### src/rtl/axi_rd_pkg.sv
// ============================================================================
// axi_rd_pkg : shared types and encodings for the AXI4 read initiator
// Rev 1.0
// ============================================================================
`default_nettype none

package axi_rd_pkg;

  typedef enum logic [1:0] {
    ST_IDLE = 2'd0,
    ST_ADDR = 2'd1,
    ST_DATA = 2'd2
  } state_e;

  localparam logic [1:0] RESP_OKAY   = 2'b00;
  localparam logic [1:0] RESP_EXOKAY = 2'b01;
  localparam logic [1:0] RESP_SLVERR = 2'b10;
  localparam logic [1:0] RESP_DECERR = 2'b11;

  localparam logic [1:0] BURST_FIXED = 2'b00;
  localparam logic [1:0] BURST_INCR  = 2'b01;
  localparam logic [1:0] BURST_WRAP  = 2'b10;

  // Data width of a buffered response beat; the top-level DATA_W must match.
  localparam int RESP_DATA_W = 32;

  typedef struct packed {
    logic [RESP_DATA_W-1:0] data;
    logic                   last;
    logic                   err;
  } resp_entry_t;

endpackage

`default_nettype wire

### src/rtl/axi_rd_if.sv
// ============================================================================
// axi_rd_if : client request/response and AXI4 AR/R channel bundle
// Rev 1.0
// ============================================================================
`default_nettype none

interface axi_rd_if #(
  parameter int ADDR_W = 32,
  parameter int DATA_W = 32,
  parameter int ID_W   = 4
);
  logic              req_valid;
  logic              req_ready;
  logic [ADDR_W-1:0] req_addr;
  logic [7:0]        req_len;
  logic [2:0]        req_size;
  logic [1:0]        req_burst;

  logic              resp_valid;
  logic              resp_ready;
  logic [DATA_W-1:0] resp_data;
  logic              resp_last;
  logic              resp_err;
  logic              proto_err;

  logic              arvalid;
  logic              arready;
  logic [ADDR_W-1:0] araddr;
  logic [ID_W-1:0]   arid;
  logic [7:0]        arlen;
  logic [2:0]        arsize;
  logic [1:0]        arburst;

  logic              rvalid;
  logic              rready;
  logic [1:0]        rresp;
  logic [DATA_W-1:0] rdata;
  logic              rlast;
  logic [ID_W-1:0]   rid;

  modport master (
    input  req_valid, req_addr, req_len, req_size, req_burst, resp_ready,
           arready, rvalid, rresp, rdata, rlast, rid,
    output req_ready, resp_valid, resp_data, resp_last, resp_err, proto_err,
           arvalid, araddr, arid, arlen, arsize, arburst, rready
  );

  modport slave (
    output req_valid, req_addr, req_len, req_size, req_burst, resp_ready,
           arready, rvalid, rresp, rdata, rlast, rid,
    input  req_ready, resp_valid, resp_data, resp_last, resp_err, proto_err,
           arvalid, araddr, arid, arlen, arsize, arburst, rready
  );

endinterface

`default_nettype wire

### src/rtl/axi_rd_resp_fifo.sv
// ============================================================================
// axi_rd_resp_fifo : 2-entry first-word-fall-through response buffer
// Rev 1.0
// ============================================================================
`default_nettype none

module axi_rd_resp_fifo
  import axi_rd_pkg::*;
(
  input  logic        clk,
  input  logic        rst,
  input  logic        push_i,
  input  resp_entry_t data_i,
  input  logic        pop_i,
  output resp_entry_t head_o,
  output logic        full_o,
  output logic        empty_o,
  output logic [1:0]  count_o
);

  resp_entry_t mem_q [2];
  logic        wr_ptr_q;
  logic        rd_ptr_q;
  logic [1:0]  count_q;
  logic        do_push;
  logic        do_pop;

  assign full_o  = (count_q == 2'd2);
  assign empty_o = (count_q == 2'd0);
  assign count_o = count_q;
  assign head_o  = mem_q[rd_ptr_q];

  assign do_push = push_i && !full_o;
  assign do_pop  = pop_i && !empty_o;

  always_ff @(posedge clk or posedge rst) begin
    if (rst) begin
      wr_ptr_q <= 1'b0;
      rd_ptr_q <= 1'b0;
      count_q  <= 2'd0;
    end else begin
      if (do_push) wr_ptr_q <= ~wr_ptr_q;
      if (do_pop)  rd_ptr_q <= ~rd_ptr_q;
      count_q <= count_q + {1'b0, do_push} - {1'b0, do_pop};
    end
  end

  // Storage carries no reset; validity is tracked entirely by count_q.
  always_ff @(posedge clk) begin
    if (do_push) mem_q[wr_ptr_q] <= data_i;
  end

endmodule

`default_nettype wire

### src/rtl/axi_rd_master.sv
// ============================================================================
// axi_rd_master : single-outstanding AXI4 read burst initiator with checks
// Rev 1.0
// ============================================================================
`default_nettype none

module axi_rd_master
  import axi_rd_pkg::*;
#(
  parameter int              ADDR_W   = 32,
  parameter int              DATA_W   = RESP_DATA_W,
  parameter int              ID_W     = 4,
  parameter logic [ID_W-1:0] ID_VALUE = '0
) (
  input  logic   clk,
  input  logic   rst,
  axi_rd_if.master bus
);

  state_e            state_q, state_d;
  logic              arvalid_q, arvalid_d;
  logic [ADDR_W-1:0] araddr_q, araddr_d;
  logic [7:0]        arlen_q, arlen_d;
  logic [2:0]        arsize_q, arsize_d;
  logic [1:0]        arburst_q, arburst_d;
  logic [7:0]        cnt_q, cnt_d;
  logic              proto_q, proto_d;

  logic              r_hs;
  logic              last_eff;
  logic              viol;
  logic              beat_err;
  logic              fifo_full;
  logic              fifo_empty;
  logic [1:0]        fifo_count;
  resp_entry_t       push_entry;
  resp_entry_t       head;

  assign bus.req_ready = (state_q == ST_IDLE) && !rst;
  assign bus.arvalid   = arvalid_q;
  assign bus.araddr    = araddr_q;
  assign bus.arlen     = arlen_q;
  assign bus.arsize    = arsize_q;
  assign bus.arburst   = arburst_q;
  assign bus.arid      = ID_VALUE;
  assign bus.proto_err = proto_q;

  // Registered-only ready: depends on state and FIFO occupancy, never on rvalid.
  assign bus.rready = (state_q == ST_DATA) && (fifo_count < 2'd2);
  assign r_hs       = bus.rvalid && bus.rready;

  assign last_eff = bus.rlast || (cnt_q == arlen_q);
  assign viol     = (bus.rid != ID_VALUE)
                  || (bus.rlast && (cnt_q < arlen_q))
                  || (!bus.rlast && (cnt_q == arlen_q));
  assign beat_err = viol || (bus.rresp == RESP_SLVERR) || (bus.rresp == RESP_DECERR);

  assign push_entry = '{data: bus.rdata, last: last_eff, err: beat_err};

  always_comb begin
    state_d   = state_q;
    arvalid_d = arvalid_q;
    araddr_d  = araddr_q;
    arlen_d   = arlen_q;
    arsize_d  = arsize_q;
    arburst_d = arburst_q;
    cnt_d     = cnt_q;
    proto_d   = proto_q;
    case (state_q)
      ST_IDLE: begin
        if (bus.req_valid) begin
          araddr_d  = bus.req_addr;
          arlen_d   = bus.req_len;
          arsize_d  = bus.req_size;
          arburst_d = bus.req_burst;
          arvalid_d = 1'b1;
          cnt_d     = 8'd0;
          proto_d   = 1'b0;
          state_d   = ST_ADDR;
        end
      end
      ST_ADDR: begin
        if (bus.arready) begin
          arvalid_d = 1'b0;
          state_d   = ST_DATA;
        end
      end
      ST_DATA: begin
        if (r_hs) begin
          if (viol) proto_d = 1'b1;
          // Counter stops at the final beat so it never exceeds arlen.
          if (last_eff) state_d = ST_IDLE;
          else          cnt_d   = cnt_q + 8'd1;
        end
      end
      default: state_d = ST_IDLE;
    endcase
  end

  always_ff @(posedge clk or posedge rst) begin
    if (rst) begin
      state_q   <= ST_IDLE;
      arvalid_q <= 1'b0;
      araddr_q  <= '0;
      arlen_q   <= 8'd0;
      arsize_q  <= 3'd0;
      arburst_q <= 2'd0;
      cnt_q     <= 8'd0;
      proto_q   <= 1'b0;
    end else begin
      state_q   <= state_d;
      arvalid_q <= arvalid_d;
      araddr_q  <= araddr_d;
      arlen_q   <= arlen_d;
      arsize_q  <= arsize_d;
      arburst_q <= arburst_d;
      cnt_q     <= cnt_d;
      proto_q   <= proto_d;
    end
  end

  axi_rd_resp_fifo u_fifo (
    .clk     (clk),
    .rst     (rst),
    .push_i  (r_hs && !fifo_full),
    .data_i  (push_entry),
    .pop_i   (bus.resp_valid && bus.resp_ready),
    .head_o  (head),
    .full_o  (fifo_full),
    .empty_o (fifo_empty),
    .count_o (fifo_count)
  );

  assign bus.resp_valid = !fifo_empty;
  assign bus.resp_data  = head.data;
  assign bus.resp_last  = head.last;
  assign bus.resp_err   = head.err;

endmodule

`default_nettype wire

### src/flat_wrapper.sv
// flat-port wrapper written by rule: the top's interface ports become plain ports
module axi_rd_master_flat import axi_rd_pkg::*;
#(
  parameter int              ADDR_W   = 32,
  parameter int              DATA_W   = RESP_DATA_W,
  parameter int              ID_W     = 4,
  parameter logic [ID_W-1:0] ID_VALUE = '0
)
  (clk, rst, bus_req_valid, bus_req_addr, bus_req_len, bus_req_size, bus_req_burst, bus_resp_ready, bus_arready, bus_rvalid, bus_rresp, bus_rdata, bus_rlast, bus_rid, bus_req_ready, bus_resp_valid, bus_resp_data, bus_resp_last, bus_resp_err, bus_proto_err, bus_arvalid, bus_araddr, bus_arid, bus_arlen, bus_arsize, bus_arburst, bus_rready);
  axi_rd_if #(.ADDR_W(ADDR_W), .DATA_W(DATA_W), .ID_W(ID_W)) bus_i ();
  input  logic clk;
  input  logic rst;
  input wire logic [$bits(bus_i.req_valid)-1:0] bus_req_valid;
  input wire logic [$bits(bus_i.req_addr)-1:0] bus_req_addr;
  input wire logic [$bits(bus_i.req_len)-1:0] bus_req_len;
  input wire logic [$bits(bus_i.req_size)-1:0] bus_req_size;
  input wire logic [$bits(bus_i.req_burst)-1:0] bus_req_burst;
  input wire logic [$bits(bus_i.resp_ready)-1:0] bus_resp_ready;
  input wire logic [$bits(bus_i.arready)-1:0] bus_arready;
  input wire logic [$bits(bus_i.rvalid)-1:0] bus_rvalid;
  input wire logic [$bits(bus_i.rresp)-1:0] bus_rresp;
  input wire logic [$bits(bus_i.rdata)-1:0] bus_rdata;
  input wire logic [$bits(bus_i.rlast)-1:0] bus_rlast;
  input wire logic [$bits(bus_i.rid)-1:0] bus_rid;
  output wire logic [$bits(bus_i.req_ready)-1:0] bus_req_ready;
  output wire logic [$bits(bus_i.resp_valid)-1:0] bus_resp_valid;
  output wire logic [$bits(bus_i.resp_data)-1:0] bus_resp_data;
  output wire logic [$bits(bus_i.resp_last)-1:0] bus_resp_last;
  output wire logic [$bits(bus_i.resp_err)-1:0] bus_resp_err;
  output wire logic [$bits(bus_i.proto_err)-1:0] bus_proto_err;
  output wire logic [$bits(bus_i.arvalid)-1:0] bus_arvalid;
  output wire logic [$bits(bus_i.araddr)-1:0] bus_araddr;
  output wire logic [$bits(bus_i.arid)-1:0] bus_arid;
  output wire logic [$bits(bus_i.arlen)-1:0] bus_arlen;
  output wire logic [$bits(bus_i.arsize)-1:0] bus_arsize;
  output wire logic [$bits(bus_i.arburst)-1:0] bus_arburst;
  output wire logic [$bits(bus_i.rready)-1:0] bus_rready;
  assign bus_i.req_valid = bus_req_valid;
  assign bus_i.req_addr = bus_req_addr;
  assign bus_i.req_len = bus_req_len;
  assign bus_i.req_size = bus_req_size;
  assign bus_i.req_burst = bus_req_burst;
  assign bus_i.resp_ready = bus_resp_ready;
  assign bus_i.arready = bus_arready;
  assign bus_i.rvalid = bus_rvalid;
  assign bus_i.rresp = bus_rresp;
  assign bus_i.rdata = bus_rdata;
  assign bus_i.rlast = bus_rlast;
  assign bus_i.rid = bus_rid;
  assign bus_req_ready = bus_i.req_ready;
  assign bus_resp_valid = bus_i.resp_valid;
  assign bus_resp_data = bus_i.resp_data;
  assign bus_resp_last = bus_i.resp_last;
  assign bus_resp_err = bus_i.resp_err;
  assign bus_proto_err = bus_i.proto_err;
  assign bus_arvalid = bus_i.arvalid;
  assign bus_araddr = bus_i.araddr;
  assign bus_arid = bus_i.arid;
  assign bus_arlen = bus_i.arlen;
  assign bus_arsize = bus_i.arsize;
  assign bus_arburst = bus_i.arburst;
  assign bus_rready = bus_i.rready;
  axi_rd_master #(.ADDR_W(ADDR_W), .DATA_W(DATA_W), .ID_W(ID_W), .ID_VALUE(ID_VALUE)) u_core (.clk(clk), .rst(rst), .bus(bus_i));
endmodule
### config.mk
export PLATFORM = sky130hd
export DESIGN_NAME = axi_rd_master_flat
export DESIGN_NICKNAME = d
export VERILOG_FILES = /design/src/rtl/axi_rd_pkg.sv /design/src/rtl/axi_rd_if.sv /design/src/rtl/axi_rd_resp_fifo.sv /design/src/rtl/axi_rd_master.sv /design/src/flat_wrapper.sv
export SDC_FILE = /design/constraint.sdc
export NUM_CORES = 1
export LEC_CHECK = 0
export ABC_AREA = 1
export CAP_MARGIN = 20
export CORE_AREA = 2 2 128 130
export CTS_BUF_LIST = sky130_fd_sc_hd__clkbuf_8
export DETAILED_ROUTE_END_ITERATION = 10
export DIE_AREA = 0 0 130 132
export GPL_TIMING_DRIVEN = 0
export PLACE_DENSITY = 0.65
export SYNTH_ARGS = -nofsm -noshare
export SYNTH_HDL_FRONTEND = slang
export SYNTH_HIERARCHICAL = 1
export SYNTH_SLANG_ARGS = --single-unit
### constraint.sdc
create_clock -name clk -period 3.7 [get_ports clk]
set_input_delay 0.555 -clock clk [delete_from_list [all_inputs] [get_ports clk]]
set_output_delay 0.555 -clock clk [all_outputs]
set_load 0.02 [all_outputs]
# ---- After elaboration in Yosys (flattened, before gate mapping)
# Memory sizes are Yosys's and may differ from the RTL's.
# Index checks and enable logic that the tools add are counted.
# Widths: inputs -> output; s select.
dict set report op_classes {
  shifts 0
  muxes 18
  eq_ne 12
  add_sub_neg 3
  div_mod_pow 0
  order_cmp 2
  n_bitwise 2
  reduce_logical 28
  multipliers 0
}
# operator n
set op_table {}
lappend op_table {{$mux 8} 3}
lappend op_table {{$pmux 8 s2} 1}
lappend op_table {{$reduce_and 4->1} 3}
lappend op_table {{$logic_and 1x1->1} 9}
lappend op_table {{$add 8x1->8 const B} 1}
lappend op_table {{$eq 2x2->1 const B} 4}
lappend op_table {{$eq 8x8->1} 1}
lappend op_table {{$lt 8x8->1} 1}
lappend op_table {{$mux 2} 4}
lappend op_table {{$mux 1} 7}
lappend op_table {{$ne 2x1->1 const B} 3}
lappend op_table {{$ne 2x2->1 const B} 3}
lappend op_table {{$pmux 2 s3} 1}
lappend op_table {{$logic_or 1x1->1} 5}
lappend op_table {{$logic_not 1->1} 4}
lappend op_table {{$logic_not 2->1} 2}
lappend op_table {{$pmux 1 s2} 2}
lappend op_table {{$reduce_bool 2->1} 2}
lappend op_table {{$reduce_bool 4->1} 1}
lappend op_table {{$reduce_and 3->1} 1}
lappend op_table {{$add 2x1->2} 1}
lappend op_table {{$eq 2x1->1 const B} 1}
lappend op_table {{$lt 2x2->1 const B} 1}
lappend op_table {{$not 1->1} 2}
lappend op_table {{2 further kinds} 2}
dict set report totals {
  latchBits 0
  inputBits 90
  out_inout_bits 88
  memories 1
  ramBits 68
  romBits 0
  wordCells 77
  regBits 61
}
# memory words word_bits read_ports rd_clocked_by_memory_dff write_ports line
set mem_list {}
lappend mem_list {u_core.u_fifo.mem_q 2 34 1 0 1 axi_rd_resp_fifo.sv:21} ;# resp_entry_t mem_q [2];

# ---- Longest topological paths before layout
# Gate-level depths: netlist (run 1).
dict set report logic_depth {
  depth_word 7
  depth_mapped 13
  depth_no_buf 13
}

# ---- By module
# Netlist (run 1), hierarchy kept.
# mod area_each_um2 instances cells_per_inst
set modules_own_cells {}
lappend modules_own_cells {axi_rd_resp_fifo 2775.2 1 212}
lappend modules_own_cells {axi_rd_master 2631.3 1 235}

# ---- Worst setup path before layout (run 1)
# Ideal clock, no wire load.
dict set report synth_path {
  path_kind {reg2reg}
  from {register u_core.state_q[0]}
  to {memory u_core/u_fifo/mem_q[1][0] (netlist bit) (enable)}
  t_arrival_ps 2676
  stages_incl_launch_ff 8
  period_less_slack_ps 3101
  setup_time_ps 425
  setup_slack_ps 599
  required_ps 3275
  cell_sequence {dfrtp_1 -> inv_1 -> nand2_2 -> nor2_1 -> nand2_1 -> nor2_1 -> nand2_1 -> nor2_1}
}
dict set report synth_between {
  elab_chain_cells 7
}
# element line
set synth_rtl {}
lappend synth_rtl {{from (decl)} axi_rd_master.sv:20} ;# state_e state_q, state_d;
lappend synth_rtl {{from (signal assigned)} axi_rd_master.sv:111} ;# state_q <= state_d;
lappend synth_rtl {{$eq 2x2->1} axi_rd_master.sv:49} ;# assign bus.rready = (state_q == ST_DATA) && (fifo_count < 2'd2);
lappend synth_rtl {{$logic_and 1x1->1} axi_rd_master.sv:49}
lappend synth_rtl {{named net bus_rready} flat_wrapper.sv:37} ;# output wire logic [$bits(bus_i.rready)-1:0] bus_rready;
lappend synth_rtl {{$logic_and 1x1->1} axi_rd_master.sv:50} ;# assign r_hs = bus.rvalid && bus.rready;
lappend synth_rtl {{$logic_and 1x1->1} axi_rd_master.sv:125} ;# .push_i (r_hs && !fifo_full),
lappend synth_rtl {{$logic_and 1x1->1} axi_rd_resp_fifo.sv:33} ;# assign do_push = push_i && !full_o;
lappend synth_rtl {{$mux 1} axi_rd_resp_fifo.sv:50} ;# if (do_push) mem_q[wr_ptr_q] <= data_i;
lappend synth_rtl {{$mux 1 (not written as such)} axi_rd_resp_fifo.sv:50}
lappend synth_rtl {{to (decl)} axi_rd_resp_fifo.sv:21}
# The timed path passes the listed nets, and every way through them passes these cells.

# ---- Worst setup path in the final report (run 1)
dict set report layout_path {
  from {register u_core.state_q[0]}
  to {output bus_rready}
}
dict set report layout_between {
  elab_chain_cells 2
}
# element line
set layout_rtl {}
lappend layout_rtl {{$eq 2x2->1} axi_rd_master.sv:49}
lappend layout_rtl {{$logic_and 1x1->1} axi_rd_master.sv:49}
lappend layout_rtl {{to (decl)} flat_wrapper.sv:37}
# No other way between the ends.

==> flow_metrics.py, run 1 <==
metrics = {
    "clock_network": {
        "clock_latency_ns": 0.44,
        "postCtsSetupRepairBufs": 0,
        "cts_hold_buf": 0,
        "htreeDepth": 4,
        "cts-buffers-inserted": 17,
        "root_buffer": "clkbuf_8",
        "cts_buffer_depth": 2,
        "cts_resized": 0,
        "clock-sinks": 129,
        "tritoncts": "yes",
        "cts.clk_slew.worst_paths_ns": 0.08,
    },
    "route": {
        "vias": 3795,
        "ant_nets": 0,
        "wl_per_cell_microns": 14.0,
        "drtPass1Iterations": 4,
        "first_iter_violations": 182,
        "drc_errors": 0,
        "vias_per_cell": 4.35,
        "drt-total-wl_mm": 12.2,
    },
    "job": {
        "drv_cap": 0,
    },
    "setup_path": {
        "path_cells": "inv_1 -> nand2_2 -> nor2_1 -> clkdlybuf4s50_1",
        "path_buf_inv": 2,
        "crit_type": "reg -> out",
        "path_delay_family": "buffers and inverters",
        "slowest_stage": "clkdlybuf4s50_1",
        "crit_path_start_kind": "register",
        "endpoint_kind": "output port",
        "r2r-end": "u_core/u_fifo/mem_q[0][10]",
        "ff2ff_path_depth": 8,
        "ff2ff_setup_slack_ns": 1.49,
        "crit_required_ns": 3.14,
        "slowest_delay_ns": 0.66,
        "crit_arrival_ns": 1.95,
        "r2r-start": "u_core/state_q[0]",
        "cp_max_fo": 7,
    },
    "layout": {
        "final_area_sq_mm": 0.00785,
        "seq_area_sq_mm": 0.00357,
        "fillerInstances": 1403,
        "final_util_pct": 50.0,
        "nNetsFinal": 745,
        "syn2layout_area_growth_pct": 45.2,
        "diodes": 0,
        "drive_gt1_share_pct": 16.7,
        "multi_input_area_sq_mm": 0.00155,
    },
    "logic_synthesis": {
        "ys_top_cells_by_area": "edfxtp_1 (38%), dfrtp_1 (28%), nand2_1 (9.5%)",
        "synth_commonest_cells": "nand2_1 (137), edfxtp_1 (68), dfrtp_1 (61), mux2_2 (38), inv_1 (31)",
        "syn_avg_cell_area_sq_um": 12.1,
        "ys.flop_type": "edfxtp_1",
        "synthArstFlopShare_pct": 47.3,
        "synth_enable_flop_cells": 68,
        "seq_area_frac_synth_pct": 66.0,
        "syn_area_sq_mm": 0.00541,
        "yosysTopAreaCell": "edfxtp_1",
        "ys_warn_count": 6,
        "yosysMostFrequentCell": "nand2_1",
        "synth_top_area_share_pct": 37.8,
        "synth.distinct_cells": 32,
        "synth_seq_cells": 129,
        "synthCells": 447,
    },
    "power": {
        "p_sw_w": 0.00225,
        "seqPwrFrac_pct": 34.5,
        "clkPwrFrac_pct": 18.6,
        "p_leak_nw": 3.30,
        "p_int_w": 0.00377,
        "combPwrFrac_pct": 46.9,
        "ir_worst_vdd_v": 0.000379,
        "swShare_pct": 37.4,
        "power.density_mw_per_mm2": 766,
    },
    "global_route": {
        "grt_max_degree": 41,
        "grt_pass1_wl_mm": 19.4,
        "grt_use_total_pct": 14.7,
        "antenna_found_initial": 0,
        "grt_pass1_vias": 3992,
        "grt-ovfl-total": 0,
    },
    "timing": {
        "period_share_pct": 67.7,
        "max_freq_ghz": 0.399,
        "slew_violations": 0,
        "slew_headroom_pct": 59.1,
        "setup_viol": 0,
        "fin_crit_ns": 2.50,
        "clock_skew_ns": 0.00724,
        "hold_viol_final": 0,
        "whs_ns": 0.416,
        "tightest_slew_ns": 0.613,
        "layout_setup_ws_ns": 1.20,
        "rsz0062_at_grt": "false",
    },
    "die": {
        "rows": 46,
        "die_w_microns": 130,
        "num_io_pins": 178,
        "fp.dieH_microns": 132,
        "core_sq_mm": 0.0157,
        "initial_core_util_pct": 34.4,
        "dieArea_sq_mm": 0.0172,
    },
    "min_path": {
        "min_path_type": "in -> async",
    },
    "placed_design": {
        "pre_cts_ws_ns": 1.23,
        "placed_area_sq_mm": 0.00748,
        "port_buffers": 172,
        "dp_hpwl_mm": 9.02,
        "gp_congestion": 0.732,
    },
    "run_status": {
        "status": "finished, final reports clean",
    },
}
## worst max path at each step
stage | start | to | slack (ns) | depth (start not counted)
after floorplan | u_core/state_q[0] | u_core/u_fifo/mem_q[1][0] | 0.60 | 7
after global placement | bus_rvalid | u_core/u_fifo/mem_q[1][8] | -0.29 | 5
after detailed placement | bus_rvalid | u_core/u_fifo/mem_q[0][18] | 1.23 | 6
after CTS | u_core/u_fifo/rd_ptr_q | bus_resp_data[29] | 1.15 | 6
after global routing | u_core/state_q[0] | bus_rready | 1.03 | 4
final | u_core/state_q[0] | bus_rready | 1.20 | 4
## power by group through the flow
stage / Combinational [W] / Clock, W / Sequential, W
floorplan: 0.00128 / 0 / 0.00240
global placement: 0.00278 / 0 / 0.00209
detailed placement: 0.00284 / 0 / 0.00210
CTS: 0.00286 / 0.00117 / 0.00208
global route: 0.00306 / 0.00123 / 0.00212
finish: 0.00282 / 0.00112 / 0.00208
## placed cells by master (no fill, tap or decap), types with 2 or more instances in the layout
master and n:
clkinv_1 2, buf_12 3, o31ai_1 2, clkdlybuf4s50_1 172, mux2_2 38, conb_1 4
o21ai_0 4, ha_1 11, inv_1 31, nand2_2 11, nand3_1 8, nor3_1 2
nor2_1 22, inv_6 6, clkbuf_8 17, nor3b_1 2, buf_6 7, buf_2 2
edfxtp_1 68, nand4_1 3, a21oi_1 12, buf_4 7, nand2_1 137, o31ai_2 2
clkinvlp_4 4, inv_2 2, xnor2_1 4, dfrtp_1 61
## cell families (layout without fill, tap and decap cells)
family                     count (synthesis)  count (layout)  share of synthesized area, %
and+or+nand+nor                          189             189                          14.4
AOI/OAI and AO/OA                         23              23                          2.68
DFF                                      129             129                          66.0
xor gates and xnor gates                   4               4                         0.648
buffers and inverters                     52             259                          5.76
adders and majority gates                 11              11                          2.55
muxes                                     38              38                          7.91
other                                      1               4                        0.0694
## through the flow
step / instances / setup TNS [ns] / power (W)
2_1_floorplan: 450 / 0 / 0.00368
3_3_place_gp: 838 / -9.79 / 0.00487
3_5_place_dp: 841 / 0 / 0.00494
4_1_cts: 873 / 0 / 0.00611
5_1_grt: 873 / 0 / 0.00641
6_report: 873 / 0 / 0.00602
## state kept, by name (all words and copies together) (netlist names)
signal	cells
u_core/u_fifo/rd_ptr_q	1
u_core/u_fifo/count_o	2
u_core/bus.proto_err	1
u_core/u_fifo/wr_ptr_q	1
u_core/bus.arvalid	1
u_core/bus.araddr	32
u_core/state_q	2
u_core/bus.arlen	8
u_core/bus.arsize	3
u_core/bus.arburst	2
u_core/cnt_q	8
u_core/u_fifo/mem_q	68
## routing by layer
metal	up-vias	track usage, %	share of wire (%)
met5	-	0	0
met4	0	5.38	1.4
met3	14	7.22	11
met2	169	23.3	45
met1	1745	17.2	43
li1	1867	-	-
## area by class of cell
cell class	instances	area share [%]
Clock inverter	15	1.70
Buffer	18	2.25
Tap cell	216	3.44
Clock buffer	17	2.98
Inverter	34	1.72
Timing Repair Buffer	175	22.8
Sequential cell	129	45.4
Multi-Input combinational cell	269	19.7
Note: power is estimated with default switching activity, not from simulation.
==> run 2, diff against run 1 <==
Clock period 3.7 ns to 2.5 ns, I/O delays scaled along.
==> run 2 against run 1 <==
Die area stayed put. Sequential power grew 48%. Critical path depth unchanged. Non-clock buffer count down 2. Core utilization is 0.37 points lower.
==> flow_metrics.py, run 2 (synthesized netlist as in run 1, its figures left out) <==
metrics = {
    "global_route": {
        "grt_pass1_vias": 3996,
        "grt-ovfl-total": 0,
        "grt_use_total_pct": 15.0,
        "grt_pass1_wl_mm": 19.7,
        "grt_max_degree": 41,
        "antenna_found_initial": 0,
    },
    "placed_design": {
        "gp_congestion": 0.735,
        "dp_hpwl_mm": 9.10,
        "placed_area_sq_mm": 0.00744,
        "port_buffers": 172,
        "pre_cts_ws_ns": -0.00344,
    },
    "layout": {
        "final_util_pct": 49.6,
        "diodes": 0,
        "fillerInstances": 1400,
        "mostFrequentLayoutCells": "clkdlybuf4s50_1 (172), nand2_1 (137), edfxtp_1 (68)",
        "largest_register_ffs": 68,
        "regMostFlops": "u_core/u_fifo/mem_q",
        "syn2layout_area_growth_pct": 44.2,
        "multi_input_area_sq_mm": 0.00156,
        "seq_area_sq_mm": 0.00357,
        "drive_gt1_share_pct": 16.9,
        "nNetsFinal": 744,
        "final_area_sq_mm": 0.00779,
        "final_common_cell": "clkdlybuf4s50_1",
    },
    "route": {
        "vias_per_cell": 4.38,
        "wl_per_cell_microns": 14.3,
        "first_iter_violations": 191,
        "ant_nets": 0,
        "drt-total-wl_mm": 12.5,
        "drc_errors": 0,
        "drtPass1Iterations": 4,
        "vias": 3818,
    },
    "power": {
        "seqPwrFrac_pct": 34.9,
        "clkPwrFrac_pct": 17.7,
        "swShare_pct": 38.0,
        "p_int_w": 0.00546,
        "combPwrFrac_pct": 47.4,
        "p_sw_w": 0.00334,
        "ir_worst_vdd_v": 0.000612,
        "power_w": 0.00879,
        "p_leak_nw": 3.26,
        "power.density_mw_per_mm2": 1130,
    },
    "setup_path": {
        "crit_arrival_ns": 1.94,
        "endpoint_kind": "output port",
        "cp_max_fo": 6,
        "crit_type": "reg -> out",
        "crit_path_start_kind": "register",
        "crit_required_ns": 2.12,
    },
    "clock_network": {
        "cts.clk_slew.worst_paths_ns": 0.07,
        "postCtsSetupRepairBufs": 0,
        "clock_latency_ns": 0.44,
        "htreeDepth": 4,
        "cts-buffers-inserted": 17,
        "root_buffer": "clkbuf_8",
        "tritoncts": "yes",
        "clock-sinks": 129,
        "cts_buffer_depth": 2,
    },
    "timing": {
        "rsz0062_at_grt": "false",
        "slew_headroom_pct": 48.2,
        "layout_setup_ws_ns": 0.185,
        "max_freq_ghz": 0.432,
        "whs_ns": 0.275,
        "period_share_pct": 92.6,
        "clock_skew_ns": 0.0134,
        "fin_crit_ns": 2.31,
        "setup_viol": 0,
        "hold_viol_final": 0,
        "tightest_slew_ns": 0.775,
        "slew_violations": 0,
    },
    "die": {
        "die_w_microns": 130,
        "rows": 46,
        "core_sq_mm": 0.0157,
        "dieArea_sq_mm": 0.0172,
        "initial_core_util_pct": 34.4,
        "fp.dieH_microns": 132,
        "num_io_pins": 178,
    },
    "min_path": {
        "min_path_type": "in -> async",
    },
    "job": {
        "drv_cap": 0,
    },
    "run_status": {
        "status": "finished, final reports clean",
    },
}
==> run 2: worst paths after layout <==
kind,end,slack (ns),start,cells past startpoint
max,bus_req_ready,0.19,u_core/state_q[1],4
min,u_core/u_fifo/wr_ptr_q,0.27,rst,2
max reg2reg,u_core/u_fifo/mem_q[0][6],0.30,u_core/state_q[0],7
min reg2reg,u_core/u_fifo/wr_ptr_q,0.49,u_core/u_fifo/wr_ptr_q,2
max in group asynchronous,u_core/cnt_q[6],1.56,rst,3
min in group clk,u_core/u_fifo/wr_ptr_q,0.49,u_core/u_fifo/wr_ptr_q,2
==> run 2: critical path: stages, from the launching register on <==
cell and delay, ns:
dfrtp_1 0.46, nor2_2 0.14, clkinv_1 0.08, nor2_1 0.17
clkdlybuf4s50_1 0.66
==> run 2: through the flow <==
stage	cells	TNS [ns]
after floorplan	450	0
after global placement	838	-37.27
after detailed placement	839	-0.0712
after CTS	871	0
after global routing	872	0
final	872	0
==> run 2: layout make-up <==
class	count	share of cell area [%]
multi-input cells	270	20.0
well taps	216	3.47
clock inverters	15	1.43
flip-flops and latches	129	45.8
inverters	34	1.73
clock buffers	17	3.00
repair buffers	173	22.3
plain buffers	18	2.26
==> run 2: power by group through the flow <==
| stage | combinational (W) | clock [W] | sequential (W) |
|---|---|---|---|
| after global placement | 0.00413 | 0 | 0.00309 |
| after CTS | 0.00421 | 0.00162 | 0.00308 |
| after global routing | 0.00454 | 0.00171 | 0.00314 |
| final | 0.00416 | 0.00156 | 0.00307 |
| after floorplan | 0.00190 | 0 | 0.00354 |
| after detailed placement | 0.00419 | 0 | 0.00312 |
==> run 2: timing repair <==
item                       4_1_cts  5_1_grt
setup endpoints to repair        0       34
resized for setup                0        1
hold buffers                     0        0
==> run 2: per-layer routing <==
metal,vias up,wire (microns),track usage [%]
met1,1765,5210,17.5
met2,174,5560,23.1
met4,0,184,5.56
li1,1862,-,-
met5,-,0,0
met3,17,1520,8.20
